<file path="src/rtl/fifo_sync.sv">
// Single-clock FIFO with selectable standard/first-word-fall-through read,
// programmable almost-full/almost-empty levels, sticky error flags and a synchronous flush.
module fifo_sync #(
    parameter int ADDR_W      = 4,
    parameter int DATA_W      = 8,
    parameter int WORDS_TOTAL = 2**ADDR_W,
    parameter int FWFT        = 0,
    parameter int AFULL_THR   = WORDS_TOTAL - 2,
    parameter int AEMPTY_THR  = 2
) (
    input  logic              clk,
    input  logic              rst_n,
    input  logic              clr,
    input  logic [DATA_W-1:0] wdata,
    input  logic              wen,
    output logic              wfull,
    output logic              walmost_full,
    output logic [DATA_W-1:0] rdata,
    input  logic              ren,
    output logic              rvalid,
    output logic              rempty,
    output logic              ralmost_empty,
    output logic [ADDR_W:0]   load,
    output logic              overflow,
    output logic              underflow
);

    localparam int LW = ADDR_W + 1;
    localparam logic [ADDR_W-1:0] LAST_ADDR = ADDR_W'(WORDS_TOTAL - 1);
    localparam logic [LW-1:0]     DEPTH     = LW'(WORDS_TOTAL);
    localparam logic [LW-1:0]     AFULL_L   = LW'(AFULL_THR);
    localparam logic [LW-1:0]     AEMPTY_L  = LW'(AEMPTY_THR);
    localparam logic              FWFT_MODE = (FWFT != 0);

    logic [DATA_W-1:0] mem [WORDS_TOTAL];

    logic [ADDR_W-1:0] waddr_q, waddr_d;
    logic [ADDR_W-1:0] raddr_q, raddr_d;
    logic [LW-1:0]     load_q, load_d;
    logic [DATA_W-1:0] rdata_q;
    logic              rvalid_q, rvalid_d;
    logic              rempty_q, rempty_d;
    logic              wfull_q, wfull_d;
    logic              afull_q, afull_d;
    logic              aempty_q, aempty_d;
    logic              overflow_q, overflow_d;
    logic              underflow_q, underflow_d;
    logic              wr, rd, fetch, memHasWord;

    // In FWFT mode the word sitting in the output register is part of load but
    // no longer in memory, so the memory occupancy is load minus rvalid.
    always_comb begin
        wr         = wen & ~wfull_q & ~clr;
        rd         = ren & ~rempty_q & ~clr;
        memHasWord = (load_q != {{ADDR_W{1'b0}}, rvalid_q & FWFT_MODE});
        load_d     = load_q + {{ADDR_W{1'b0}}, wr} - {{ADDR_W{1'b0}}, rd};

        if (FWFT_MODE) begin
            fetch    = ~clr & memHasWord & (~rvalid_q | rd);
            rvalid_d = fetch | (rvalid_q & ~rd);
            rempty_d = ~rvalid_d;
        end else begin
            fetch    = rd & memHasWord;
            rvalid_d = fetch;
            rempty_d = (load_d == '0);
        end

        waddr_d = waddr_q;
        if (wr) waddr_d = (waddr_q == LAST_ADDR) ? '0 : waddr_q + 1'b1;
        raddr_d = raddr_q;
        if (fetch) raddr_d = (raddr_q == LAST_ADDR) ? '0 : raddr_q + 1'b1;

        wfull_d     = (load_d == DEPTH);
        afull_d     = (load_d >= AFULL_L);
        aempty_d    = (load_d <= AEMPTY_L);
        overflow_d  = overflow_q | (wen & wfull_q & ~clr);
        underflow_d = underflow_q | (ren & rempty_q & ~clr);

        if (clr) begin
            waddr_d     = '0;
            raddr_d     = '0;
            load_d      = '0;
            rvalid_d    = 1'b0;
            rempty_d    = 1'b1;
            wfull_d     = 1'b0;
            afull_d     = 1'b0;
            aempty_d    = 1'b1;
            overflow_d  = 1'b0;
            underflow_d = 1'b0;
        end
    end

    always_ff @(posedge clk) begin
        if (wr) mem[waddr_q] <= wdata;
    end

    always_ff @(posedge clk or negedge rst_n) begin
        if (!rst_n) begin
            waddr_q     <= '0;
            raddr_q     <= '0;
            load_q      <= '0;
            rdata_q     <= '0;
            rvalid_q    <= 1'b0;
            rempty_q    <= 1'b1;
            wfull_q     <= 1'b0;
            afull_q     <= 1'b0;
            aempty_q    <= 1'b1;
            overflow_q  <= 1'b0;
            underflow_q <= 1'b0;
        end else begin
            waddr_q     <= waddr_d;
            raddr_q     <= raddr_d;
            load_q      <= load_d;
            rvalid_q    <= rvalid_d;
            rempty_q    <= rempty_d;
            wfull_q     <= wfull_d;
            afull_q     <= afull_d;
            aempty_q    <= aempty_d;
            overflow_q  <= overflow_d;
            underflow_q <= underflow_d;
            if (clr) begin
                rdata_q <= '0;
            end else if (fetch) begin
                rdata_q <= mem[raddr_q];
            end
        end
    end

    assign wfull         = wfull_q;
    assign walmost_full  = afull_q;
    assign rdata         = rdata_q;
    assign rvalid        = rvalid_q;
    assign rempty        = rempty_q;
    assign ralmost_empty = aempty_q;
    assign load          = load_q;
    assign overflow      = overflow_q;
    assign underflow     = underflow_q;

endmodule

</file>
<file path="config.mk">
export PLATFORM = sky130hd
export DESIGN_NAME = fifo_sync
export DESIGN_NICKNAME = d
export VERILOG_FILES = /design/src/rtl/fifo_sync.sv
export SDC_FILE = /design/constraint.sdc
export NUM_CORES = 1
export LEC_CHECK = 0
export ABC_AREA = 1
export CORE_MARGIN = 2
export CORE_UTILIZATION = 45
export CTS_CLUSTER_DIAMETER = 120
export DETAILED_ROUTE_END_ITERATION = 12
export GPL_TIMING_DRIVEN = 0
export PLACE_DENSITY_LB_ADDON = 0.1
export SLEW_MARGIN = 20
export SYNTH_ARGS = -nofsm -noshare
export SYNTH_HDL_FRONTEND = slang
export SYNTH_SLANG_ARGS = --single-unit
</file>
<file path="constraint.sdc">
create_clock -name clk -period 5.6 [get_ports clk]
set_clock_uncertainty 0.1 [all_clocks]
set_input_delay 1.12 -clock clk [delete_from_list [all_inputs] [get_ports clk]]
set_output_delay 1.12 -clock clk [all_outputs]
set_load 0.02 [all_outputs]
</file>
Yosys cells after proc, flatten, opt, wreduce, memory -nomap -nowiden
Memory sizes are Yosys's and may differ from the RTL's. Cells that the tools add are included.

Memories kept: 1. RAM bits: 128. Input port bits: 13. Register bits after elaboration: 28. Logic and storage cells: 57.

Memory list: mem (depth 16, bits a word 8, read ports 1, clocked after Yosys merged registers in 0, wr ports 1, line 35) `logic [DATA_W-1:0] mem [WORDS_TOTAL];`.

Muxes and demuxes: 18. Equality and inequality tests: 3. Magnitude comparators: 2. Add/subtract/negate cells: 4. Reduce and logical (&&, ||, !) cells: 4. Bitwise logic cells: 14.

Operator list (number): $mux W4 (6); $mux W8 (2); $and A1 B1 Y1 (9); $mux W1 (9); $add A4 B1 Y4 const B (2); $eq A4 B4 Y1 const B (2); $add A5 B1 Y5 (1); $eq A5 B5 Y1 const B (1); $ge A5 B4 Y1 const B (1); $le A5 B2 Y1 const B (1); $logic_not A5 Y1 (1); $mux W5 (1); $reduce_bool A5 Y1 (1); $sub A5 B1 Y5 (1); $reduce_bool A2 Y1 (2); $not A1 Y1 (3); $or A1 B1 Y1 (2).

Logic depth before layout (Yosys ltp)
Gate-level depths: netlist of run 1.

Depth after elaboration: 7. Depth in mapped cells: 15.

Least setup slack after synthesis of run 1
Ideal clock, no wire load.

Path type: in2reg. Start: input clr. End: register rempty_q, in the netlist rempty. Path slack: 2.334 ns. Required time: 5.427 ns. Data arrival time: 3.093 ns. Setup time: 0.073 ns. Cell stages on the path: 13. Cells stage by stage: clkbuf_1 -> nor2_2 -> inv_2 -> ha_1 -> inv_1 -> ha_1 -> inv_1 -> fa_1 -> nand3b_1 -> a21o_1 -> nand3_1 -> inv_2 -> a21oi_1.

Word-level cells in the longest chain between the ends: 6. Elaborated cells between the ends (all ways): 7. Classes of those cells: 2 x add/sub; 1 x mux; 3 x bitwise; 1 x reduce/logical.

Ends and longest elaborated chain: start, declared (line 13) `input logic clr,`; $not A1 Y1 (line 53, 54); $and A1 B1 Y1 (line 53) `wr = wen & ~wfull_q & ~clr;`; $add A5 B1 Y5 (line 56) `load_d = load_q + {{ADDR_W{1'b0}}, wr} - {{ADDR_W{1'b0}}, rd};`; $sub A5 B1 Y5 (line 56); $logic_not A5 Y1 (line 65) `rempty_d = (load_d == '0);`; $mux W1 * (line 79) `if (clr) begin`; named net rempty_d (line 42) `logic rempty_q, rempty_d;`; end signal, assigned (line 115) `rempty_q <= rempty_d;`; end, declared (line 42).

The timed path passes the listed nets; every way through them passes the cells marked *. A chain may end at the register's enable or synchronous reset.

Worst setup path in the final report of run 1
Same ends and word-level chain as after synthesis.

==> reports/results.tsv, run 1 <==
metric	value	unit
insertion delay to the later sink of the worst-skew pair	430	ps
CP Buf/Inv Count	6	
Detailed Routing Iterations Pass 1	5	
Die Span X	129.5	um
nature of the critical path endpoint	flop	
final core utilization	54.38	%
post-synthesis sequential area ratio	64.18	%
CTS Hold Bufs	0	
pin count of the biggest net entering global routing	29	
routability cong.	0.8140	
Leakage	3.742	nW
layout cells sized above 1	10.11	%
Area growth syn-to-layout	17.56	%
CTS tree	done	
antenna diode instance count	0	
I/O pin count	33	
vias in the first global route	4729	
# rows	45	
total number of vias	4882	
initial antenna violation count	0	
DRC	0	
adder-cell share of the synthesized area	2.225	%
Initial Utilization	46.26	%
CTS clk-pin slew, worst paths	60	ps
global route overflow	0	
Synth Area in Compound Gates	1.819	%
Routed WL	16450	um
Hold Vio Cnt, Final	0	
core region area	15310	um2
Max rail drop VDD	0.2403	mV
pwr dens	430.6	nW/um2
largest family of logic cells by synthesized area	simple AND/OR/NAND/NOR gates	
routed len/inst	16.41	um
setup ws final	1690	ps
first-pass GRT wire length	25790	um
TNS Setup	0	ps
Final setup violation count	0	
DIE HEIGHT	129.5	um
total of max-cap violations	0	
Tightest Pin Transition	952.6	ps
Final Max Slew Viols	0	
Layout Nets	803	
CP peak stage delay	540	ps
crit path launch type	input port	
initial drt markers	417	
vias per inst	4.872	
Post-Synthesis Cells	727	
kind of critical path	in2reg	
depth of the CTS H-tree	4	
Mapped Avg Cell Area	9.745	um2
Slowest-stage cell, CP	clkbuf_1	
CTS resizes	0	
Post-Syn Nets	752	
PortBufs	32	
Yosys reg bits	156	
CTS sink count	156	
Post-Syn Area	7084	um2
dpl ws	1221	ps
Tcrit/Tclk final	69.82	%
WP data arrival	4160	ps
DIE AREA	16760	um2
DP HPWL	11130	um
Ys Warns	0	
critical path's top delay family	buffers and inverters	
Synth Area in XOR/XNOR	0.3709	%
minimum clock period	3910	ps
gr usage total	21.19	%
post-synth cell types	29	
CTS buffer count	17	
status	complete, no violations	
Post-CTS Setup Inserts	0	
mux cell area share after synthesis	0	%
Post-Synth Simple-Gate Area	20.82	%
root buffer cell	clkbuf_16	
Max Buffers Root-to-Sink	2	
RSZ-0062 raised after global routing	false	
slew margin rel.	36.26	%
Hold Crit Class	reg2reg	
WP data required	5850	ps
worst-path fanout max	10	
antenna-violating nets left	0	
Max Clock Freq	0.2558	GHz
Critical Path, Cell by Cell	clkdlybuf4s50_1 -> clkbuf_1 -> nor2_2 -> inv_2 -> ha_1 -> inv_1 -> ha_1 -> inv_1 -> fa_1 -> nand3b_1 -> a21o_1 -> nand3_1 -> inv_2 -> a21oi_1	
metrics by stage:
stage	power [W]	cell area, um2	hold slack, ps	instances
final	0.003586	8328	380.3	1002
after global routing	0.003784	8328	402.7	1002
after CTS	0.003611	8323	382.8	1002
after detailed placement	0.002426	7719	366.2	970
after global placement	0.002401	7669	365.6	970
after floorplan	0.002070	7084	412.6	727
worst register-to-register path, stage by stage (launching register included):
cell and delay [ps]:
dfrtp_1 410, nor2_1 180, inv_2 90, nor2_2 200, inv_2 150, ha_1 300, inv_1 60, ha_1 150
inv_1 50, fa_1 390, nand3b_1 210, a21o_1 200, nand3_1 130, inv_2 60, a21oi_1 130
cells in the final DEF, fill, tap and decap left out, drive strengths merged, types with 2 or more instances in the layout:
cell           instances
a21oi                  8
buf                   24
bufinv                 4
clkbuf                21
clkdlybuf4s50         31
clkinv                10
dfrtp                 26
dfstp                  2
edfxtp               128
ha                    11
inv                  152
nand2                235
nand3                 88
nor2                  18
nor3                  14
o21ai                  8
o31ai                  2
xor2                   2
final cells by class:
type                    count  area, um2
fillers                  1387       6987
flip-flops and latches    156       4547
multi-input cells         393       1848
inverters                 153      574.3
clock buffers              19      432.9
repair buffers             32      315.3
well taps                 211      264.0
plain buffers              25      175.2
clock inverters            13      171.4
sequential cells by signal (all words and copies together) (netlist names):
name and count:
wfull 1, raddr_q 4, waddr_q 4, rempty 1
walmost_full 1, rdata 8, overflow 1, underflow 1
load 5, rvalid 1, ralmost_empty 1, mem 128
cell usage after synthesis, drive strengths merged:
master / count / area, um2
a21oi: 8 / 40.04
fa: 1 / 20.02
nand3: 88 / 440.4
clkinv: 2 / 7.510
xnor2: 1 / 8.760
nand3b: 1 / 7.510
nor3: 14 / 70.07
ha: 11 / 137.6
o31ai: 2 / 15.01
xor2: 2 / 17.52
o2111ai: 1 / 8.760
o21a: 1 / 7.510
edfxtp: 128 / 3844
a31oi: 1 / 6.260
o21ai: 8 / 43.79
nor2: 18 / 75.07
nand2: 235 / 882.1
dfstp: 2 / 52.55
a21o: 1 / 7.510
inv: 151 / 566.8
buf: 23 / 167.7
dfrtp: 26 / 650.6
clkbuf: 2 / 7.510
final timing paths:
kind | start | endpoint | slack, ps | cells past startpoint
max | clr | rempty$_DFF_PN1_ | 1690 | 14
min | rdata[2]$_DFFE_PN0P_ | rdata[2]$_DFFE_PN0P_ | 380 | 2
max reg2reg | wfull$_DFF_PN0_ | rempty$_DFF_PN1_ | 2750 | 14
min reg2reg | rdata[2]$_DFFE_PN0P_ | rdata[2]$_DFFE_PN0P_ | 380 | 2
max in group asynchronous | rst_n | rvalid$_DFF_PN0_ | 4340 | 1
min in group asynchronous | rst_n | load[3]$_DFF_PN0_ | 630 | 1
routing by layer:
layer	vias up	part of all wire [%]	GRT usage (%)
li1	2402	-	-
met1	2338	46	29.14
met2	119	47	33.44
met3	23	4.1	3.716
met4	0	2.1	9.108
met5	-	0	0
power breakdown:
part           total [W]  switching [W]  internal, W
combinational    0.00102       0.000650     0.000368
clock            0.00119       0.000448     0.000741
sequential       0.00138      0.0000466      0.00133
cell families after synthesis:
family	count (synthesis)
simple gates	356
buf+inv	178
flops	156
compound gates	22
fa+ha+maj	12
xor+xnor	3
Note: power is estimated with default switching activity, not from simulation.
==> run 2, diff against run 1 <==
- clock period: 5.6 -> 3.2 ns (I/O delays scaled with it)
==> run 2 against run 1 <==
Effect of this change: count of clock-buffer cells in the layout did not move; total power increased by 75%; sequential share of layout area shrank 0.19 points; highest routed layer unchanged.
==> reports/results.tsv, run 2 (same netlist as run 1, synthesis figures left out) <==
metric	value	unit	change
non-filler cells in the finished layout	1004		was 1002
Max Buffers Root-to-Sink	2		unchanged
vias per inst	4.836		was 4.872
status	complete, no violations		unchanged
commonest cells after routing, fill and taps aside	nand2_1 (235), inv_1 (142), edfxtp_1 (128)		unchanged
crit path launch type	input port		unchanged
Final Max Slew Viols	0		unchanged
depth of the CTS H-tree	4		unchanged
Inst Count DP	970		unchanged
WP data arrival	3260	ps	was 4160 ps
pin count of the biggest net entering global routing	29		unchanged
routability cong.	0.8140		unchanged
max FFs per register	128		unchanged
Hold Vio Cnt, Final	0		unchanged
DRC	0		unchanged
sequential share of power	38.4	%	was 38.5%
sw frac	31.91	%	was 31.90%
vias in the first global route	4729		unchanged
routed len/inst	16.42	um	was 16.41 um
placed instance area	7719	um2	unchanged
antenna-violating nets left	0		unchanged
Reg2Reg Setup Slack	490	ps	was 2750 ps
Area growth syn-to-layout	17.96	%	was 17.56%
Comb pwr share	28.5	%	was 28.4%
gr usage total	21.19	%	unchanged
CTS sink count	156		unchanged
CTS Hold Bufs	0		unchanged
commonest non-fill, non-tap cell in the layout	nand2_1		unchanged
antenna diode instance count	0		unchanged
fillcell total	1390		was 1387
Initial Utilization	46.26	%	unchanged
kind of critical path	in2reg		unchanged
slew margin rel.	36.65	%	was 36.26%
Leakage	3.757	nW	was 3.742 nW
nature of the critical path endpoint	flop		unchanged
total of max-cap violations	0		unchanged
total number of vias	4855		was 4882
hold_ws	152.9	ps	was 380.3 ps
CTS clk-pin slew, worst paths	60	ps	about the same
Hold Crit Class	in2async		was reg2reg
net switching power	0.002006	W	was 0.001144 W
Layout Nets	805		was 803
layout cells sized above 1	10.59	%	was 10.11%
power share of the clock group	33.0	%	was 33.1%
Largest Register	mem		unchanged
Die Span X	129.5	um	unchanged
DP HPWL	11130	um	unchanged
CTS tree	done		unchanged
Tcrit/Tclk final	93.97	%	
WP data required	3450	ps	was 5850 ps
first-pass GRT wire length	25790	um	unchanged
initial antenna violation count	0		unchanged
PortBufs	32		unchanged
Routed WL	16480	um	was 16450 um
Max rail drop VDD	0.4204	mV	was 0.2403 mV
minimum clock period	3007	ps	
core region area	15310	um2	unchanged
global route overflow	0		unchanged
DIE AREA	16760	um2	unchanged
# rows	45		unchanged
DIE HEIGHT	129.5	um	unchanged
pwr dens	752.3	nW/um2	was 430.6 nW/um2
Max Clock Freq	0.3326	GHz	
Detailed Routing Iterations Pass 1	5		unchanged
Final Cell Area	8357	um2	was 8328 um2
CTS buffer count	17		unchanged
insertion delay to the later sink of the worst-skew pair	420	ps	was 430 ps
Tightest Pin Transition	946.7	ps	was 952.6 ps
root buffer cell	clkbuf_16		unchanged
Final setup violation count	0		unchanged
initial drt markers	375		was 417
I/O pin count	33		unchanged
Internal	0.004281	W	was 0.002442 W
worst-path fanout max	7		was 10
[run 2: path summary, 6_finish.rpt]
kind	start	to	cells past startpoint
worst max-delay path	wen	rempty$_DFF_PN1_	16
worst min-delay path	rst_n	load[3]$_DFF_PN0_	1
worst max register to register	wfull$_DFF_PN0_	rempty$_DFF_PN1_	14
worst min register to register	rdata[7]$_DFFE_PN0P_	rdata[7]$_DFFE_PN0P_	2
max in group asynchronous	rst_n	rdata[1]$_DFFE_PN0P_	1
min in group clk	rdata[7]$_DFFE_PN0P_	rdata[7]$_DFFE_PN0P_	2
[run 2: final cells by class]
class | count | area (um2) | share of cell area [%]
sequential | 156 | 4547 | 54.41
multi-input combinational | 393 | 1856 | 22.20
buffer | 25 | 178.9 | 2.141
inverter | 153 | 576.8 | 6.902
clock buffer | 19 | 432.9 | 5.180
timing repair buffer | 34 | 330.3 | 3.953
clock inverter | 13 | 171.4 | 2.051
tap | 211 | 264.0 | 3.159
[run 2: timing repair]
action | in CTS | in global routing
endpoints found under the hold margin | 0 | 0
cloned | 0 | 0
buffers inserted | 0 | 2
setup endpoints to repair | 5 | 5
resized for setup | 1 | 5
pin swaps | 0 | 1
[run 2: metrics by stage]
step	power, W	utilization (%)	setup TNS, ps	worst slack (ps)
after floorplan	0.003622	-	0	414.2
after global placement	0.004202	50.07	-9512	-508.4
after detailed placement	0.004245	50.40	-5600	-699.0
after CTS	0.006319	54.35	0	14.98
after global routing	0.006632	54.57	-0.5616	-0.5616
final	0.006286	54.57	0	193.0
[run 2: per-layer routing]
metal	up-vias	track usage [%]	routed length, um	part of all wire (%)
met5	-	0	0	0
met4	0	9.108	340	2.1
met3	22	3.716	566	3.4
met2	113	33.44	7804	47
met1	2311	29.14	7772	47
li1	2409	-	-	-
[run 2: power by group through the flow]
stage / clock, W / sequential, W / combinational (W)
global route: 0.00220 / 0.00243 / 0.00200
global placement: 0 / 0.00245 / 0.00175
floorplan: 0 / 0.00254 / 0.00108
finish: 0.00208 / 0.00242 / 0.00179
CTS: 0.00211 / 0.00242 / 0.00180
detailed placement: 0 / 0.00246 / 0.00179
[run 2: worst max-delay path, stage by stage]
cell	delay, ps
clkdlybuf4s50_1	470
inv_1	50
nor2_2	110
inv_2	90
nor2_4	160
inv_4	80
ha_1	270
inv_1	60
ha_1	150
inv_1	50
fa_1	390
nand3b_1	210
a21o_1	200
nand3_1	130
inv_2	60
a21oi_1	130
==> run 3, diff against run 2 <==
- TNS_END_PERCENT: default -> 100
==> results of run 3 <==
The final DEF is identical to that of run 2; final timing and power are the same.
